--- src/rtl/adma_dm_dst_axis.sv ---
// adma_dm_dst_axis: destination-side AXI-Stream data mover.
// Queues per-transaction info (id/len/dest), streams DMA buffer beats out as an
// AXIS master with TID/TDEST per transaction and TLAST on the final beat, and
// pulses atx_done when the TLAST beat is taken by the sink.
// Optional feature macro: ADMA_DST_PARTIAL_LAST_EN (partial TKEEP/TSTRB on the TLAST beat).
module adma_dm_dst_axis #(
   parameter int unsigned DMA_CHN_NUM      = 4,
   parameter int unsigned ATX_DST_DATA_W   = 256,
   parameter int unsigned ATX_DST_BYTE_AMT = ATX_DST_DATA_W / 8,
   parameter int unsigned DST_TDEST_W      = 2,
   parameter int unsigned MST_ID_W         = 5,
   parameter int unsigned ATX_LEN_W        = 8,
   parameter int unsigned ATX_NUM_OSTD     = DMA_CHN_NUM
) (
   input  logic                          aclk,
   input  logic                          areset,
   input  logic [MST_ID_W-1:0]           atx_awid,
   input  logic [ATX_LEN_W-1:0]          atx_awlen,
   input  logic [DST_TDEST_W-1:0]        atx_awdest,
`ifdef ADMA_DST_PARTIAL_LAST_EN
   input  logic [$clog2(ATX_DST_BYTE_AMT)-1:0] atx_awlbytes,
`endif
   input  logic                          atx_vld,
   output logic                          atx_rdy,
   input  logic [ATX_DST_DATA_W-1:0]     atx_wdata,
   input  logic                          atx_wdata_vld,
   output logic                          atx_wdata_rdy,
   output logic                          atx_done,
   output logic [MST_ID_W-1:0]           atx_done_id,
   output logic [DMA_CHN_NUM-1:0]        atx_dst_err,
   output logic [MST_ID_W-1:0]           m_tid_o,
   output logic [DST_TDEST_W-1:0]        m_tdest_o,
   output logic [ATX_DST_DATA_W-1:0]     m_tdata_o,
   output logic [ATX_DST_BYTE_AMT-1:0]   m_tkeep_o,
   output logic [ATX_DST_BYTE_AMT-1:0]   m_tstrb_o,
   output logic                          m_tlast_o,
   output logic                          m_tvalid_o,
   input  logic                          m_tready_i
);

   localparam int unsigned PTR_W = (ATX_NUM_OSTD > 1) ? $clog2(ATX_NUM_OSTD) : 1;
   localparam int unsigned CNT_W = $clog2(ATX_NUM_OSTD + 1);
`ifdef ADMA_DST_PARTIAL_LAST_EN
   localparam int unsigned LB_W  = $clog2(ATX_DST_BYTE_AMT);
`endif

   // info FIFO storage and control
   logic [MST_ID_W-1:0]    id_q   [ATX_NUM_OSTD];
   logic [ATX_LEN_W-1:0]   len_q  [ATX_NUM_OSTD];
   logic [DST_TDEST_W-1:0] dest_q [ATX_NUM_OSTD];
`ifdef ADMA_DST_PARTIAL_LAST_EN
   logic [LB_W-1:0]        lb_q   [ATX_NUM_OSTD];
`endif
   logic [PTR_W-1:0]       wr_ptr;
   logic [PTR_W-1:0]       rd_ptr;
   logic [CNT_W-1:0]       fifo_cnt;
   logic                   fifo_full;
   logic                   fifo_empty;
   logic                   push;
   logic                   pop;

   logic [ATX_LEN_W-1:0]        beat_cnt;
   logic                        out_en;
   logic                        beat_acc;
   logic                        last_beat;
   logic [ATX_DST_BYTE_AMT-1:0] keep_c;

   function automatic logic [PTR_W-1:0] ptr_inc(input logic [PTR_W-1:0] p);
      return (p == PTR_W'(ATX_NUM_OSTD - 1)) ? '0 : PTR_W'(p + PTR_W'(1));
   endfunction

   assign fifo_full  = (fifo_cnt == CNT_W'(ATX_NUM_OSTD));
   assign fifo_empty = (fifo_cnt == '0);
   assign atx_rdy    = ~fifo_full & ~areset;
   assign push       = atx_vld & atx_rdy;

   assign out_en        = ~m_tvalid_o | m_tready_i;
   assign atx_wdata_rdy = ~fifo_empty & out_en;
   assign beat_acc      = atx_wdata_vld & atx_wdata_rdy;
   assign last_beat     = (beat_cnt == len_q[rd_ptr]);
   assign pop           = beat_acc & last_beat;

   assign atx_done    = m_tvalid_o & m_tready_i & m_tlast_o;
   assign atx_done_id = m_tid_o;
   assign atx_dst_err = '0;
   assign m_tstrb_o   = m_tkeep_o;

   // FIFO payload write (no reset needed; validity tracked by pointers/count)
   always_ff @(posedge aclk) begin
      if (push) begin
         id_q[wr_ptr]   <= atx_awid;
         len_q[wr_ptr]  <= atx_awlen;
         dest_q[wr_ptr] <= atx_awdest;
`ifdef ADMA_DST_PARTIAL_LAST_EN
         lb_q[wr_ptr]   <= atx_awlbytes;
`endif
      end
   end

   // FIFO pointers and occupancy
   always_ff @(posedge aclk or posedge areset) begin
      if (areset) begin
         wr_ptr   <= '0;
         rd_ptr   <= '0;
         fifo_cnt <= '0;
      end else begin
         if (push) wr_ptr <= ptr_inc(wr_ptr);
         if (pop)  rd_ptr <= ptr_inc(rd_ptr);
         case ({push, pop})
            2'b10:   fifo_cnt <= fifo_cnt + CNT_W'(1);
            2'b01:   fifo_cnt <= fifo_cnt - CNT_W'(1);
            default: fifo_cnt <= fifo_cnt;
         endcase
      end
   end

   // beat counter within the head transaction
   always_ff @(posedge aclk or posedge areset) begin
      if (areset)        beat_cnt <= '0;
      else if (pop)      beat_cnt <= '0;
      else if (beat_acc) beat_cnt <= beat_cnt + ATX_LEN_W'(1);
   end

   // byte-enable mask for the beat being accepted
`ifdef ADMA_DST_PARTIAL_LAST_EN
   always_comb begin
      keep_c = '1;
      if (last_beat && (lb_q[rd_ptr] != '0)) begin
         for (int i = 0; i < int'(ATX_DST_BYTE_AMT); i++)
            keep_c[i] = (LB_W'(i) < lb_q[rd_ptr]);
      end
   end
`else
   always_comb begin
      keep_c = '1;
   end
`endif

   // single output register stage with full throughput
   always_ff @(posedge aclk or posedge areset) begin
      if (areset) begin
         m_tvalid_o <= 1'b0;
         m_tdata_o  <= '0;
         m_tid_o    <= '0;
         m_tdest_o  <= '0;
         m_tlast_o  <= 1'b0;
         m_tkeep_o  <= '0;
      end else if (out_en) begin
         m_tvalid_o <= beat_acc;
         if (beat_acc) begin
            m_tdata_o <= atx_wdata;
            m_tid_o   <= id_q[rd_ptr];
            m_tdest_o <= dest_q[rd_ptr];
            m_tlast_o <= last_beat;
            m_tkeep_o <= keep_c;
         end
      end
   end

endmodule
--- config.mk ---
export PLATFORM = sky130hd
export DESIGN_NAME = adma_dm_dst_axis
export DESIGN_NICKNAME = d
export VERILOG_FILES = /design/src/rtl/adma_dm_dst_axis.sv
export SDC_FILE = /design/constraint.sdc
export NUM_CORES = 1
export LEC_CHECK = 0
export ABC_AREA = 1
export BUFFER_PORTS_ARGS = -buffer_cell sky130_fd_sc_hd__buf_2
export CAP_MARGIN = 10
export CORE_AREA = 4 4 238 240
export DETAILED_ROUTE_END_ITERATION = 12
export DIE_AREA = 0 0 242 244
export PLACE_DENSITY = 0.48
export RECOVER_POWER = 100
export SLEW_MARGIN = 20
export SYNTH_ARGS = -nofsm -noshare
export SYNTH_HDL_FRONTEND = slang
export SYNTH_SLANG_ARGS = --single-unit
--- constraint.sdc ---
create_clock -name aclk -period 7.09 [get_ports aclk]
set_input_delay 0 -clock aclk [delete_from_list [all_inputs] [get_ports aclk]]
set_output_delay 0 -clock aclk [all_outputs]
set_load 0.1 [all_outputs]
==> flow_summary.toml, run 1 <==
[global_routing]
grt_pass1_wl_mm = 75.9
antenna_found_initial = 2
globalRouteOverflowTotal = 0
track_usage_pct = 15.7
grt_pass1_vias = 13300
grt_max_degree = 159

[critical_path]
cp-start-kind = "flop"
required_ps = 7520
cp_common_cell = "nand3_1"
reg2regPathDepth = 10
reg2reg_slack_ps = 2280
r2r_start = "fifo_cnt[0]$_DFFE_PP0P_"
critical_path.max_stage_delay_ps = 1370
criticalPathCategory = "reg -> reg"
arrival_ps = 5240
crit_chain = "inv_1, nand3_1, nand3_1, inv_8, buf_4, nand3_1, nor2_1, nand4_1, nand2_1, inv_1"
r2r_end = "beat_cnt[6]$_DFFE_PP0P_"
end_kind = "flop"
cpMaxStageDelayCell = "nand3_1"
path_max_fanout = 118

[clock_tree]
cts_buffers = 41
insertion_delay_ps = 540
clkTransAtPathRegs_ps = 60
cts_hold_buf = 274
htree_levels = 2
cts_tree = "built"
post_cts_buffers = 0
cts_root_buf = "clkbuf_16"
cts_resized = 0
cts_sinks = 341
cts_buffer_depth = 3

[floorplan]
chipWidth_um = 242
core-area_sq_um = 54700
die_y_um = 244
start_util_pct = 25.4
ioPinCount = 617
dieArea_sq_um = 59000
rows = 86

[hold_path]
min_from = "atx_vld"
hold_path.class = "in -> reg"
whs_endpoint = "wr_ptr[1]$_DFFE_PP0P_"
whs_path_depth = 4

[timing]
relSlewSlack_pct = -87.7
drv_slew = 242
setup_slack_ps = 2280
fmax_mhz = 208
post-route-period-util_pct = 67.9
worst_clock_skew_ps = 10.8
rsz0062_at_grt = "false"
period_needed_ps = 4810
finalSetupViolCount = 0
tns_ps = 0
tightest_slew_ps = 2820
hold_viol_final = 0

[routing]
drt-vias-per-instance = 4.17
drt_iter0_markers = 695
vias = 12800
avgRoutedWirePerCell_um = 15.7
drc = 0
wirelength_mm = 48.0
first_pass_iters = 5
drtAntennaViolNets = 0

[placement]
gp_congestion = 0.915
post-dp-hpwl_mm = 32.6
dpl_cell_area_sq_um = 17100
pre_cts_slack_ps = 3710
io_buffer_count = 612

[yosys]
synthFlopType = "dfrtp_1"
async_reset_ff_share_pct = 82.4
synth_edf_count = 60
synth_top_cell_by_area = "dfrtp_1"
synth_most_common_cell = "nand2_1"
ys_top_cells_by_area = "dfrtp_1 (51%), nand2_1 (24%), edfxtp_1 (13%)"
yosysTopAreaCellShare_pct = 50.7
syn_inst = 1520
synth_area_sq_um = 13900
synth-seq-area-share_pct = 63.7
ys_ff_latch = 341
synth.avg_cell_area_sq_um = 9.12
synth_commonest_cells = "nand2_1 (879), dfrtp_1 (281), buf_4 (75), edfxtp_1 (60), buf_2 (40)"
yosys_warnings = 0
ys_types = 32

[layout]
multiInputGateArea_sq_um = 4020
nNetsFinal = 2606
design_area_sq_um = 20700
syn_to_final_growth_pct = 49.6
nFillCells = 5647
seqCellArea_sq_um = 8830
drive_above_1_share_pct = 14.7

[run_status]
status = "finished with violations"
violations = "max-capacitance violations, max-slew violations"

[run]
maxCapViolCount = 6
[worst max path at each step]
stage / to / start / cells past startpoint
3_3_place_gp: beat_cnt[6]$_DFFE_PP0P_ / fifo_cnt[0]$_DFFE_PP0P_ / 10
2_1_floorplan: atx_done_id[0]$_DFFE_PP0P_ / areset / 1
6_report: beat_cnt[6]$_DFFE_PP0P_ / fifo_cnt[0]$_DFFE_PP0P_ / 10
4_1_cts: beat_cnt[6]$_DFFE_PP0P_ / fifo_cnt[0]$_DFFE_PP0P_ / 10
3_5_place_dp: beat_cnt[6]$_DFFE_PP0P_ / fifo_cnt[0]$_DFFE_PP0P_ / 10
5_1_grt: beat_cnt[6]$_DFFE_PP0P_ / fifo_cnt[0]$_DFFE_PP0P_ / 10
[critical path: cells and delay by family (launching register included)]
| family | cells | cell delay [ps] |
|---|---|---|
| buffers and inverters | 4 | 2190 |
| flip-flops | 1 | 350 |
| AND/OR/NAND/NOR | 6 | 1990 |
[cell usage in the layout, fill, tap and decap left out, types with 5 or more instances in the layout]
cell	count
dlygate4sd3_1	274
bufinv_16	7
o22ai_1	7
dfrtp_1	281
ha_1	7
clkinv_2	5
o21ai_0	22
nand3_1	31
clkbuf_8	5
edfxtp_1	60
nor2_1	35
buf_4	7
clkbuf_16	41
inv_1	30
buf_2	259
clkbuf_1	359
nand2_1	879
[state kept, by name, summed over array words and instances, names as in the netlist]
| register | cells |
|---|---|
| len_q | 32 |
| rd_ptr | 2 |
| m_tdest_o | 2 |
| wr_ptr | 2 |
| m_tlast_o | 1 |
| m_tkeep_o | 1 |
| m_tvalid_o | 1 |
| beat_cnt | 8 |
| fifo_cnt | 3 |
| atx_done_id | 5 |
| id_q | 20 |
| m_tdata_o | 256 |
| dest_q | 8 |
[cell type report]
type | instances | share of cell area [%]
antenna | 2 | 0.0241
clock buffer | 51 | 5.37
clock inverter | 21 | 1.45
inverter | 35 | 0.676
multi-input combinational | 1007 | 19.4
sequential | 341 | 42.6
tap | 704 | 4.25
timing repair buffer | 896 | 26.3
[kinds of logic (layout without fill, tap and decap cells)]
kind of cell               Yosys count  count (layout)  share of synthesized area (%)
and+or+nand+nor                    958             958                           26.7
DFF                                341             341                           63.7
buffers and inverters              175            1003                           7.19
AOI/OAI and AO/OA                   32              32                           1.23
adders and majority gates            8               8                          0.776
xor gates and xnor gates             5               5                          0.316
other                                1               6                         0.0271
[routing by layer]
layer / wire length (um) / GRT usage [%] / vias to the layer above
met1: 18800 / 18.4 / 5971
li1: - / - / 6202
met4: 2060 / 6.95 / 0
met5: 0 / 0 / -
met3: 3170 / 4.19 / 116
met2: 24100 / 27.3 / 470
[per-stage QoR]
step | std cells | util, % | hold WS, ps
6_report | 3057 | 37.9 | 37.3
5_1_grt | 3057 | 37.9 | 57.3
4_1_cts | 3055 | 38.8 | 72.3
3_5_place_dp | 2709 | 31.2 | 42.4
3_3_place_gp | 2709 | 31.2 | 45.4
2_1_floorplan | 1523 | - | 98.9
Power of run 1 is left out: the tool's default activity adds up to more than one toggle a clock period on the data nets, which glitch-free logic cannot reach.
==> run 2: changes to the inputs <==
- PLACE_DENSITY: 0.48 -> 0.46
- clock period: 7.09 -> 4.5 ns (I/O delays scaled with it)
==> flow_summary.toml, run 2 (same netlist as run 1, synthesis figures left out) <==
[hold_path]
hold_path.class = "in -> reg"
min_from = "atx_vld"
whs_path_depth = 4
whs_endpoint = "wr_ptr[1]$_DFFE_PP0P_"

[timing]
hold_viol_final = 0
finalSetupViolCount = 0
drv_slew = 157
relSlewSlack_pct = -41.4
period_needed_ps = 3350
holdWs_ps = 27.5
fmax_mhz = 299
worst_clock_skew_ps = 19.7
post-route-period-util_pct = 74.3
rsz0062_at_grt = "false"
tightest_slew_ps = 2120
tns_ps = 0

[run_status]
status = "finished with violations"
violations = "max-capacitance violations, max-slew violations"

[floorplan]
ioPinCount = 617
core-area_sq_um = 54700
start_util_pct = 25.4
rows = 86
die_y_um = 244
chipWidth_um = 242
dieArea_sq_um = 59000

[layout]
drive_above_1_share_pct = 14.7
top_register = "m_tdata_o"
nNetsFinal = 2609
most-common-layout-cells = "nand2_1 (879), clkbuf_1 (366), dfrtp_1 (281), dlygate4sd3_1 (274), buf_2 (259)"
top_regs = "m_tdata_o (256), len_q (32), id_q (20)"
nFillCells = 5665
n_antenna_cell = 0
seqCellArea_sq_um = 8830
largest_register_ffs = 256
final_cells = 3061
syn_to_final_growth_pct = 50.0
multiInputGateArea_sq_um = 4040
layout_commonest_cell = "nand2_1"

[routing]
first_pass_iters = 5
drt_iter0_markers = 606
vias = 12700
avgRoutedWirePerCell_um = 15.9
wirelength_mm = 48.8
drtAntennaViolNets = 0
drc = 0
drt-vias-per-instance = 4.14

[placement]
io_buffer_count = 612
post-dp-hpwl_mm = 33.1
placed_cells = 2711
gp_congestion = 0.895

[global_routing]
track_usage_pct = 15.9
grt_max_degree = 155
grt_pass1_vias = 13300
grt_pass1_wl_mm = 76.2
globalRouteOverflowTotal = 0
antenna_found_initial = 1

[clock_tree]
cts_sinks = 341
cts_resized = 0
cts_buffers = 41
htree_levels = 2
cts_tree = "built"
insertion_delay_ps = 540
cts_buffer_depth = 3
post_cts_buffers = 0
cts_root_buf = "clkbuf_16"
clkTransAtPathRegs_ps = 60

[critical_path]
path_max_fanout = 122
criticalPathCategory = "in -> async"
r2r_start = "fifo_cnt[0]$_DFFE_PP0P_"
reg2regPathDepth = 7
required_ps = 5100
reg2reg_slack_ps = 1160
r2r_end = "m_tdata_o[12]$_DFFE_PP0P_"
end_kind = "async pin"
arrival_ps = 3940
cp-start-kind = "input port"

[run]
maxCapViolCount = 4
[run 2: stage by stage]
| step | instance area, sq um | setup WS [ps] | util, % |
|---|---|---|---|
| 2_1_floorplan | 13900 | 779 | - |
| 3_3_place_gp | 17100 | 1460 | 31.3 |
| 3_5_place_dp | 17100 | 1490 | 31.3 |
| 4_1_cts | 21300 | 1460 | 38.9 |
| 5_1_grt | 20800 | 672 | 38.0 |
| 6_report | 20800 | 1150 | 38.0 |
[run 2: worst max path at each step]
stage | start | end | slack, ps | depth (start not counted)
after floorplan | areset | atx_done_id[0]$_DFFE_PP0P_ | 780 | 1
after global placement | fifo_cnt[0]$_DFFE_PP0P_ | fifo_cnt[2]$_DFFE_PP0P_ | 1460 | 14
after detailed placement | fifo_cnt[1]$_DFFE_PP0P_ | m_tdata_o[212]$_DFFE_PP0P_ | 1490 | 7
after CTS | fifo_cnt[0]$_DFFE_PP0P_ | m_tdata_o[249]$_DFFE_PP0P_ | 1460 | 7
after global routing | areset | m_tdata_o[178]$_DFFE_PP0P_ | 670 | 6
final | areset | m_tdata_o[166]$_DFFE_PP0P_ | 1150 | 6
[run 2: worst max-delay path: stages]
cell and delay, ps:
dlygate4sd3_1 540, clkbuf_1 120, dlygate4sd3_1 560, clkinvlp_2 430
clkbuf_1 1560, buf_16 500
[run 2: metal layers]
metal  global-route usage, %  share of wire (%)  vias to the layer above  routed length, um
li1                        -                  -                     6215                  -
met1                    18.7                 40                     5940              19600
met2                    28.1                 50                      424              24300
met3                    4.06                6.0                      105               2930
met4                    6.27                4.1                        2               1980
met5                       0              0.031                        -                 15
[run 2: cell type report]
class	count	area share (%)
inverters	35	0.674
multi-input cells	1007	19.4
clock buffers	61	5.88
well taps	704	4.24
repair buffers	899	26.4
flip-flops and latches	341	42.5
clock inverters	14	0.872
[run 2: timing repair]
action / 4_1_cts / 5_1_grt
endpoints found under the hold margin: 444 / 0
hold buffers: 274 / 0
endpoints found under the setup margin: 0 / 0
Power of run 2 is left out for the same reason.
==> run 3: changes to the inputs <==
- ABC_AREA: 1 -> 0
- CORE_AREA: 4 4 238 240 -> 4 4 236 238
- DIE_AREA: 0 0 242 244 -> 0 0 240 242
- PLACE_DENSITY: 0.46 -> 0.48
- clock period: 4.5 -> 2.9 ns (I/O delays scaled with it)
==> flow_summary.toml, run 3 <==
[run_status]
status = "finished, final reports clean"

[critical_path]
end_kind = "flop"
cp-start-kind = "flop"
r2r_end = "fifo_cnt[2]$_DFFE_PP0P_"
path_max_fanout = 7
reg2regPathDepth = 10
required_ps = 3370
r2r_start = "rd_ptr[0]$_DFFE_PP0N_"
reg2reg_slack_ps = 120
arrival_ps = 3250
criticalPathCategory = "reg -> reg"

[placement]
post-dp-hpwl_mm = 33.0
gp_congestion = 0.821
io_buffer_count = 612
placed_cells = 2569

[clock_tree]
htree_levels = 2
clkTransAtPathRegs_ps = 60
cts_buffer_depth = 3
cts_sinks = 341
cts_buffers = 40
cts_root_buf = "clkbuf_16"
insertion_delay_ps = 550
cts_tree = "built"

[layout]
syn_to_final_growth_pct = 52.2
top_register = "m_tdata_o"
drive_above_1_share_pct = 16.4
top_regs = "m_tdata_o (256), len_q (32), id_q (20)"
layout_commonest_cell = "nand2_1"
nNetsFinal = 2478
most-common-layout-cells = "nand2_1 (798), clkbuf_1 (371), dfrtp_1 (279), dlygate4sd3_1 (276), buf_2 (259)"
largest_register_ffs = 256
final_cells = 2924

[global_routing]
grt_pass1_wl_mm = 71.7
grt_pass1_vias = 12700
track_usage_pct = 15.5
grt_max_degree = 152
antenna_found_initial = 4
globalRouteOverflowTotal = 0

[timing]
holdWs_ps = 180
period_needed_ps = 2780
hold_viol_final = 0
fmax_mhz = 359
finalSetupViolCount = 0
rsz0062_at_grt = "true"
worst_clock_skew_ps = 21.6
tns_ps = 0
tightest_slew_ps = 1460
relSlewSlack_pct = 3.32
post-route-period-util_pct = 96.0
drv_slew = 0

[floorplan]
ioPinCount = 617
chipWidth_um = 240
start_util_pct = 25.3
dieArea_sq_um = 58100
rows = 85
core-area_sq_um = 53600
die_y_um = 242

[routing]
vias = 12100
wirelength_mm = 47.5
avgRoutedWirePerCell_um = 16.2
first_pass_iters = 6
drt-vias-per-instance = 4.13
drtAntennaViolNets = 0
drc = 0
drt_iter0_markers = 521

[yosys]
ys_ff_latch = 341
synth_adder_area_share_pct = 0.793
yosys.area_share.xor_xnor_pct = 1.10
synth.avg_cell_area_sq_um = 9.89
synth_area_sq_um = 13600
async_reset_ff_share_pct = 82.4
yosysTopAreaCellShare_pct = 51.8
synth-simple-area-share_pct = 23.4
synth_compound_area_share_pct = 0.544
ys_types = 34
synth_commonest_cells = "nand2_1 (798), dfrtp_1 (281), buf_4 (72), edfxtp_1 (60), clkbuf_1 (45)"
synthFlopType = "dfrtp_1"
synth_edf_count = 60
ys_top_cells_by_area = "dfrtp_1 (52%), nand2_1 (22%), edfxtp_1 (13%)"
synth-seq-area-share_pct = 65.1
synth_top_family_by_area = "simple AND/OR/NAND/NOR gates"
synth_top_cell_by_area = "dfrtp_1"
muxShareOfSynthArea_pct = 2.83
yosys_warnings = 0
synth_most_common_cell = "nand2_1"
syn_inst = 1371

[hold_path]
hold_path.class = "in -> reg"
whs_path_depth = 4
min_from = "atx_wdata[76]"
whs_endpoint = "m_tdata_o[76]$_DFFE_PP0P_"

[run]
maxCapViolCount = 0
==> run 3: cell types whose count changed after synthesis, sizes merged, moves of 6 or more <==
cell / before / now
nand2: 880 / 798
buf: 126 / 91
nand3: 35 / 3
nor2: 37 / 5
clkbuf: 14 / 45
inv: 34 / 9
o21ai: 22 / 6
mux4: 0 / 13
xnor2: 1 / 12
o22ai: 7 / 0
and3: 0 / 6
==> run 3: repair_timing <==
item / in CTS / in global routing
hold buffers: 276 / 0
endpoints found under the setup margin: 1 / 1
endpoints found under the hold margin: 349 / 0
pin swaps: 0 / 7
buffers inserted: 0 / 3
gates resized for setup: 2 / 10
==> run 3: stage by stage <==
step	instance area, sq um	setup WS, ps	utilization [%]
final	20600	117	38.5
after global routing	20600	-24.6	38.5
after CTS	21100	8.79	39.4
after detailed placement	17000	-77.7	31.7
after global placement	17000	-68.2	31.7
after floorplan	13600	-821	-
==> run 3: worst max path at each step <==
| stage | start | to | slack, ps |
|---|---|---|---|
| 3_3_place_gp | rd_ptr[0]$_DFFE_PP0N_ | fifo_cnt[2]$_DFFE_PP0P_ | -70 |
| 4_1_cts | rd_ptr[0]$_DFFE_PP0N_ | fifo_cnt[2]$_DFFE_PP0P_ | 9 |
| 2_1_floorplan | areset | atx_done_id[0]$_DFFE_PP0P_ | -820 |
| 6_report | rd_ptr[0]$_DFFE_PP0N_ | fifo_cnt[2]$_DFFE_PP0P_ | 120 |
| 5_1_grt | rd_ptr[0]$_DFFE_PP0N_ | fifo_cnt[2]$_DFFE_PP0P_ | -20 |
| 3_5_place_dp | rd_ptr[0]$_DFFE_PP0N_ | fifo_cnt[2]$_DFFE_PP0P_ | -80 |
==> run 3: metal layers <==
metal	part of all wire [%]	track usage, %
met1	38	17.1
met3	5.6	3.10
met4	5.1	7.83
met2	52	28.1
met5	0	0
==> run 3: worst max-delay path, cell delays in order, from the launching register on <==
cell,delay [ps]
dfrtp_2,470
mux4_2,550
xnor2_1,160
nand4_1,180
a211oi_4,300
ha_2,230
inv_2,40
fa_2,330
xor2_1,150
nor2_1,140
xor2_1,150
==> run 3: layout make-up <==
type	instances	area [sq um]
antenna	4	10.0
clock buffer	62	1220
clock inverter	10	165
fill	5501	33000
inverter	9	35.0
multi-input combinational	888	3910
sequential	341	8840
tap	696	871
timing repair buffer	914	5600
==> run 3: kinds of logic (layout without fill, tap and decap cells) <==
family,Yosys count,count (layout)
AOI/OAI and AO/OA,11,11
xor gates and xnor gates,17,17
adders and majority gates,8,8
buffers and inverters,145,995
DFF,341,341
muxes,20,20
other,1,8
and+or+nand+nor,828,828
Power of run 3 is left out for the same reason.
